**config.mk**
```make
export PLATFORM = sky130hd
export DESIGN_NAME = alu_pipe
export DESIGN_NICKNAME = d
export VERILOG_FILES = /design/src/rtl/alu_pkg.sv /design/src/rtl/alu_core.sv /design/src/rtl/alu_pipe.sv
export SDC_FILE = /design/constraint.sdc
export NUM_CORES = 1
export LEC_CHECK = 0
export CORE_MARGIN = 4
export CORE_UTILIZATION = 55
export CTS_BUF_LIST = sky130_fd_sc_hd__clkbuf_8
export DETAILED_ROUTE_END_ITERATION = 12
export PLACE_DENSITY = 0.84
export SLEW_MARGIN = 30
export SYNTH_ARGS = -nofsm -noshare
export SYNTH_HDL_FRONTEND = slang
export SYNTH_SLANG_ARGS = --single-unit
```
**constraint.sdc**
```tcl
create_clock -name clk -period 3.8 [get_ports clk]
set_input_delay 0.76 -clock clk [delete_from_list [all_inputs] [get_ports clk]]
set_output_delay 0.76 -clock clk [all_outputs]
set_load 0.01 [all_outputs]
```
**src/rtl/alu_pkg.sv**
```systemverilog
// Shared op-codes and flag bit positions for the pipelined ALU.
package alu_pkg;

  localparam logic [2:0] OP_ADD  = 3'd0;
  localparam logic [2:0] OP_SUB  = 3'd1;
  localparam logic [2:0] OP_AND  = 3'd2;
  localparam logic [2:0] OP_OR   = 3'd3;
  localparam logic [2:0] OP_XOR  = 3'd4;
  localparam logic [2:0] OP_SHL  = 3'd5;
  localparam logic [2:0] OP_SHR  = 3'd6;
  localparam logic [2:0] OP_PASS = 3'd7;

  localparam int FLG_N = 3;
  localparam int FLG_Z = 2;
  localparam int FLG_C = 1;
  localparam int FLG_V = 0;

endpackage

```
**src/rtl/alu_core.sv**
```systemverilog
// Combinational ALU datapath: (a, b, op) -> (result, {n,z,c,v}).
// Define ALU_SAT_EN to make ADD/SUB saturate on signed overflow.
module alu_core
  import alu_pkg::*;
#(
  parameter int WIDTH = 8
) (
  input  logic [WIDTH-1:0] i_a,
  input  logic [WIDTH-1:0] i_b,
  input  logic [2:0]       i_op,
  output logic [WIDTH-1:0] o_result,
  output logic [3:0]       o_flags
);

  localparam int SHW = $clog2(WIDTH);

  logic [WIDTH:0]   w_sum;
  logic [WIDTH:0]   w_diff;
  logic [WIDTH-1:0] w_res;
  logic             w_carry;
  logic             w_ovf;

  // The extra top bit of the difference is the unsigned borrow (a < b).
  assign w_sum  = {1'b0, i_a} + {1'b0, i_b};
  assign w_diff = {1'b0, i_a} - {1'b0, i_b};

  always_comb begin
    // NOTE: every output gets a default first so no path can infer a latch.
    w_res   = '0;
    w_carry = 1'b0;
    w_ovf   = 1'b0;
    case (i_op)
      OP_ADD: begin
        w_res   = w_sum[WIDTH-1:0];
        w_carry = w_sum[WIDTH];
        w_ovf   = (i_a[WIDTH-1] == i_b[WIDTH-1]) && (w_sum[WIDTH-1] != i_a[WIDTH-1]);
      end
      OP_SUB: begin
        w_res   = w_diff[WIDTH-1:0];
        w_carry = w_diff[WIDTH];
        w_ovf   = (i_a[WIDTH-1] != i_b[WIDTH-1]) && (w_diff[WIDTH-1] != i_a[WIDTH-1]);
      end
      OP_AND:  w_res = i_a & i_b;
      OP_OR:   w_res = i_a | i_b;
      OP_XOR:  w_res = i_a ^ i_b;
      OP_SHL:  w_res = i_a << i_b[SHW-1:0];
      OP_SHR:  w_res = i_a >> i_b[SHW-1:0];
      OP_PASS: w_res = i_b;
    endcase
`ifdef ALU_SAT_EN
    // Overflow direction follows the sign of a for both ADD and SUB.
    if (w_ovf) begin
      w_res = i_a[WIDTH-1] ? {1'b1, {(WIDTH-1){1'b0}}} : {1'b0, {(WIDTH-1){1'b1}}};
    end
`endif
  end

  assign o_result       = w_res;
  assign o_flags[FLG_N] = w_res[WIDTH-1];
  assign o_flags[FLG_Z] = (w_res == '0);
  assign o_flags[FLG_C] = w_carry;
  assign o_flags[FLG_V] = w_ovf;

endmodule

```
**src/rtl/alu_pipe.sv**
```systemverilog
// Two-stage valid/ready ALU pipeline with an internal accumulator.
// Saturating ADD/SUB is enabled by defining ALU_SAT_EN (see alu_core).
module alu_pipe
  import alu_pkg::*;
#(
  parameter int WIDTH = 8
) (
  input  logic             clk,
  input  logic             reset,
  input  logic             in_valid,
  output logic             in_ready,
  input  logic [WIDTH-1:0] a,
  input  logic [WIDTH-1:0] b,
  input  logic [2:0]       op,
  input  logic             acc_mode,
  input  logic             acc_clr,
  output logic             out_valid,
  input  logic             out_ready,
  output logic [WIDTH-1:0] g,
  output logic [3:0]       flags,
  output logic [WIDTH-1:0] acc
);

  logic             r_s1_valid;
  logic [WIDTH-1:0] r_s1_a;
  logic [WIDTH-1:0] r_s1_b;
  logic [2:0]       r_s1_op;
  logic             r_s1_acc_mode;
  logic             r_out_valid;
  logic [WIDTH-1:0] r_g;
  logic [3:0]       r_flags;
  logic [WIDTH-1:0] r_acc;

  logic             w_s2_take;
  logic             w_accept;
  logic             w_move;
  logic [WIDTH-1:0] w_op_a;
  logic [WIDTH-1:0] w_result;
  logic [3:0]       w_flags;

  assign w_s2_take = !r_out_valid || out_ready;
  assign in_ready  = !r_s1_valid || w_s2_take;
  assign w_accept  = in_valid && in_ready;
  assign w_move    = r_s1_valid && w_s2_take;

  // Operand A is read from the accumulator at the transfer edge, so chained beats see the previous result.
  assign w_op_a = r_s1_acc_mode ? r_acc : r_s1_a;

  alu_core #(.WIDTH(WIDTH)) u_core (
    .i_a      (w_op_a),
    .i_b      (r_s1_b),
    .i_op     (r_s1_op),
    .o_result (w_result),
    .o_flags  (w_flags)
  );

  // NOTE: sequential state uses non-blocking assignments so every register samples pre-edge values.
  always_ff @(posedge clk or negedge reset) begin
    if (!reset) begin
      r_s1_valid <= 1'b0;
    end else if (w_accept) begin
      r_s1_valid <= 1'b1;
    end else if (w_move) begin
      r_s1_valid <= 1'b0;
    end
  end

  // NOTE: stage-1 payload is qualified by r_s1_valid, so it carries no reset.
  always_ff @(posedge clk) begin
    if (w_accept) begin
      r_s1_a        <= a;
      r_s1_b        <= b;
      r_s1_op       <= op;
      r_s1_acc_mode <= acc_mode;
    end
  end

  always_ff @(posedge clk or negedge reset) begin
    if (!reset) begin
      r_out_valid <= 1'b0;
      r_g         <= '0;
      r_flags     <= '0;
    end else if (w_s2_take) begin
      r_out_valid <= r_s1_valid;
      if (r_s1_valid) begin
        r_g     <= w_result;
        r_flags <= w_flags;
      end
    end
  end

  always_ff @(posedge clk or negedge reset) begin
    if (!reset) begin
      r_acc <= '0;
    end else if (acc_clr) begin
      r_acc <= '0;
    end else if (w_move && r_s1_acc_mode) begin
      r_acc <= w_result;
    end
  end

  assign out_valid = r_out_valid;
  assign g         = r_g;
  assign flags     = r_flags;
  assign acc       = r_acc;

endmodule

```
==> flow_summary.yaml <==
routing:
  dr.pass1.iters: 6
  drc: 0
  postRouteAntennaNets: 0
  drtIter0Drc: 408
  wl_per_cell_um: 19.29
  via_per_inst: 6.561
  vias: 3333
  totalWireLength_mm: 9.799
global_routing:
  met2_usage_pct: 41.43
  grt.total_usage_pct: 25.46
  busiest_layer: "met2"
  use_met1_pct: 35.14
  grt_max_degree: 27
  antenna_found_initial: 0
  gr-total-overflow: 0
  use_met3_pct: 4.097
  grt_pass1_wl_mm: 15.38
  grt_pass1_vias: 3036
status:
  status: "finished, final reports clean"
place:
  portBuffers: 46
  place_area_mm2: 0.004124
  place.detailed.hpwl_mm: 7.418
  gp_congestion: 0.9428
sta:
  slew_viol_final: 0
  fin_tns_setup_ns: 0
  finalClockSkew_ns: 0.007265
  fmax_ghz: 0.3023
  hold_violations: 0
  relSlewSlack_pct: 39.50
  rsz0062_at_grt: "false"
  finalSetupViolCount: 0
  holdWs_ns: 0.3935
  tightest_slew_ns: 0.9074
  min_period_ns: 3.308
  fin_crit_sh_pct: 87.05
layout:
  mostFrequentLayoutCells: "45 x clkdlybuf4s50_1, 38 x nand2_1, 35 x nor2_1"
  drive_gt1_share_pct: 6.961
  final_area_mm2: 0.004239
  n_antenna_cell: 0
  layout.nets: 489
  syn2layout_area_growth_pct: 17.88
  final_core_util_pct: 66.76
  final_common_cell: "clkdlybuf4s50_1"
yosys:
  yosys.area.top_type_share_pct: 16.70
  synth_edf_count: 20
  yosysTopAreaCell: "edfxtp_1"
  synth_cell_types: 66
  yosysSeqAreaShare_pct: 31.32
  synthTopCellsByArea: "edfxtp_1 17%, dfrtp_1 15%, ha_1 11%"
  syn_nets: 446
  synthCells: 387
  synthArstFlopShare_pct: 51.22
  synth.avg_cell_area_um2: 9.292
  ys.flop_type: "dfrtp_1"
  yosys_warnings: 0
  ys_seq_elements: 41
  syn_area_mm2: 0.003596
worst_setup_path:
  required_ns: 4.00
  cp-start-kind: "flop"
  end_kind: "flop"
  rrSetupSlack_ns: 0.49
  critical_path_class: "reg -> reg"
  cp_slowest_cell: "edfxtp_1"
  critPathBufInv: 0
  crit_family: "compound AO/OA/AOI/OAI gates"
  cp_cell_sequence: "mux2i_1, ha_1, fa_1, mux2_2, o221ai_1, o21ai_0, a32oi_1, a211oi_2, a41o_1"
  worstPathArrival_ns: 3.51
  crit_path_max_fanout: 8
  slowest_delay_ns: 0.58
clocking:
  clock_sinks: 41
  worstSkewPairLatency_ns: 0.30
  cts_buffers: 5
  cts_buffer_depth: 2
  ctsHtreeMaxLevel: 2
  clkSlewWorstSetupHoldPaths_ns: 0.09
  cts-root-buf: "clkbuf_8"
  hold_buffers: 0
  cts.repair.resized: 0
  post-cts-setup-buffers: 0
  cts_tree: "built"
floorplan:
  die_w_um: 88.86
  design.die.area_mm2: 0.007896
  die_y_um: 88.86
  core_mm2: 0.006350
  rows: 29
  io-pin-count: 47
  start_util_pct: 56.63
pwr:
  leakagePower_nw: 1.810
  vdd_drop_max_uv: 254.6
  p_per_area_mw_per_mm2: 347.0
min_path:
  hold_path.class: "in -> async"
flow_run:
  drv_cap: 0
[metrics by stage]
step	setup WS, ns	total power, W	cells
floorplan	0.8063	0.0008970	387
global placement	0.5723	0.001078	500
detailed placement	0.5333	0.001092	500
CTS	0.5182	0.001470	508
global route	0.2349	0.001554	508
finish	0.4921	0.001471	508
[cell families after synthesis]
kind of cell / synth area share [%]
DFF: 31.32
adders and majority gates: 12.25
AOI/OAI and AO/OA: 20.46
and+or+nand+nor: 18.55
muxes: 9.916
buffers and inverters: 5.184
xor gates and xnor gates: 2.331
[path summary, 6_finish.rpt]
kind,from,to,cells past startpoint
setup / recovery,r_s1_acc_mode,flags[2],9
hold / removal,reset,flags[1],1
setup reg to reg,r_s1_acc_mode,flags[2],9
hold reg to reg,g[5],g[5],2
max in group asynchronous,reset,g[4],1
min in group clk,g[5],g[5],2
[power by group]
| part | internal [W] | switching [W] | total [W] |
|---|---|---|---|
| clock network | 0.000214 | 0.000163 | 0.000377 |
| registers | 0.000515 | 0.0000480 | 0.000563 |
| logic | 0.000246 | 0.000285 | 0.000531 |
| total | 0.000975 | 0.000496 | 0.00147 |
[routing by layer]
| metal | wire [um] | vias to the layer above |
|---|---|---|
| met1 | 4006 | 1583 |
| met3 | 905 | 24 |
| met2 | 4651 | 201 |
| li1 | - | 1525 |
| met5 | 0 | - |
| met4 | 235 | 0 |
[flip-flops by register name (all words and copies together) (netlist names)]
name and flops:
out_valid 1, acc 8, g 8, r_s1_op 3, r_s1_acc_mode 1, r_s1_b 8, flags 3, r_s1_a 8
r_s1_valid 1
[area by class of cell]
class / instances / area (um^2)
Sequential cell: 41 / 1126
Multi-Input combinational cell: 302 / 2285
Inverter: 26 / 97.59
Clock inverter: 2 / 36.28
Clock buffer: 6 / 82.58
Timing Repair Buffer: 54 / 515.5
Tap cell: 77 / 96.34
Fill cell: 511 / 2111
[Yosys cell counts (all sizes together) (3+ instances only)]
cell      n
xor2      4
nand3b    4
mux2i    12
a32oi     3
nor2b     7
o21bai    3
mux4      9
buf       9
clkbuf    9
xnor2     3
o311ai    3
ha       32
and3      6
o2bb2ai   3
nor3     11
o21ai    20
nor2     35
inv      25
a211oi   10
a21oi    18
o21a      3
dfrtp    21
and2      7
nand2    38
nand3    15
a31oi     9
edfxtp   20
nand2b    5
a21o      4
Power figures use the tool's default switching activity.
==> patch: new RTL, same flow settings <==
Add an input register stage for `acc_mode`, with the module's reset; this delays it by one clock. The other inputs are not delayed to match.
--- a/src/rtl/alu_pipe.sv
+++ b/src/rtl/alu_pipe.sv
@@ -22,2 +22,12 @@
 );
+
+  logic acc_mode_q;
+
+  always_ff @(posedge clk or negedge reset) begin
+    if (!reset) begin
+      acc_mode_q <= '0;
+    end else begin
+      acc_mode_q <= acc_mode;
+    end
+  end
 
@@ -73,3 +83,3 @@
       r_s1_op       <= op;
-      r_s1_acc_mode <= acc_mode;
+      r_s1_acc_mode <= acc_mode_q;
     end
Behaviour: not the same (Yosys sat finds a counterexample within 4 cycles, from zero or initial values and one cycle with reset low).
==> patch against the unedited design <==
Wire length up 3.8%; power decreased by 5.3%; cell area down 1.2%; area after synthesis down 0.56%; count of clock-buffer cells in the layout shrank 1; critical path depth rose by 1; worst setup slack worse by 0.19 ns; sequential cell count is 1 higher; core utilization fell by 0.41 points; combinational power grew 2%.
==> patch: results (changes against the unedited design) <==
- DP Cell Count: 502 (+0.40%)
- Leak pwr: 1.76 nW (-2.8%)
- Filler cells: 539 (+5.5%)
- DR vias/cell: 6.49 (-1.1%)
- Synth top cells by count: 41 x nand2_1, 32 x ha_1, 31 x nor2_1
- Met2 wire length: 4800 um (+3.2%)
- NonClk Buf Share: 0.123 (+0.00145)
- Detailed-placement wirelength estimate: 8110 um (+9.4%)
- Gpl congestion: 1.00 (+6.0%)
- Async set-reset flop share out of synthesis: 0.524 (+0.0116)
- Pin count of the biggest net entering global routing: 24 (-11%)
- Post-Place Cell Area: 4100 um^2 (-0.55%)
- Multiplexer share of the synthesized area: 0.0906 (-0.00854)
- P_int: 0.000897 W (-8.0%)
- Top cells by area, synth: edfxtp_1 17%, dfrtp_1 15%, ha_1 11%, mux4_2 5.7%, nand2_1 4.3%
- Routing usage on met3: 0.0251 (-0.0158)
- 1st-iter DRT viols: 320 (-22%)
- Seq. cell area: 1150 um^2 (+2.2%)
- Final clock-cell share: 0.0206 (-0.00743)
- First-pass GRT wire length: 15900 um (+3.3%)
- CP peak stage delay: 0.60 ns (+0.02 ns)
- GR Layer Usage met2: 0.418 (+0.00337)
- Clock buffer cells: 5 (-1)
- Wire per inst: 20.0 um (+3.4%)
- Utilization after layout: 0.663 (-0.00409)
- Clock power frac: 0.202 (-0.054)
- Fin nets: 491 (+0.41%)
- Finished Layout Cells: 510 (+0.39%)
- Yosys reg bits: 42 (+2.4%)
- Final Total Pwr: 0.00139 W (-5.3%)
- Place WS: 0.330 ns (-0.203 ns)
- Multi-input gate area in the final layout: 2240 um^2 (-1.9%)
- Synth Area in Compound Gates: 0.202 (-0.00235)
- Crit path DAT: 3.69 ns (+0.18 ns)
- Sequential-to-total area share from yosys stat: 0.322 (+0.00875)
- Total track usage: 0.267 (+0.0121)
- Slew HR: 0.450 (+0.0546)
- Total combinational power: 0.000542 W (+2%)
- Status: finished, final reports clean
- #MultiIn Comb: 303 (+0.33%)
- Syn_nets: 448 (+0.45%)
- Met1 Use GR: 0.391 (+0.0401)
## patch: changes by cell type in the layout (fill, tap and decap cells not counted), moves of 4 or more
| cell | before | now |
|---|---|---|
| a31oi_1 | 9 | 4 |
| a32oi_1 | 3 | 7 |
| and2_1 | 5 | 9 |
| inv_2 | 1 | 6 |
| mux4_1 | 6 | 0 |
| mux4_2 | 3 | 9 |
| nand3_1 | 15 | 10 |
| nor2_1 | 35 | 31 |
| nor2b_1 | 7 | 12 |
| o21ai_1 | 0 | 4 |
## patch: cell families (layout without fill, tap and decap cells)
| group | after synthesis | count (layout) |
|---|---|---|
| AOI/OAI and AO/OA | 103 | 103 |
| xor gates and xnor gates | 9 | 9 |
| adders and majority gates | 34 | 34 |
| buffers and inverters | 44 | 88 |
| DFF | 42 | 42 |
| muxes | 21 | 21 |
| and+or+nand+nor | 136 | 136 |
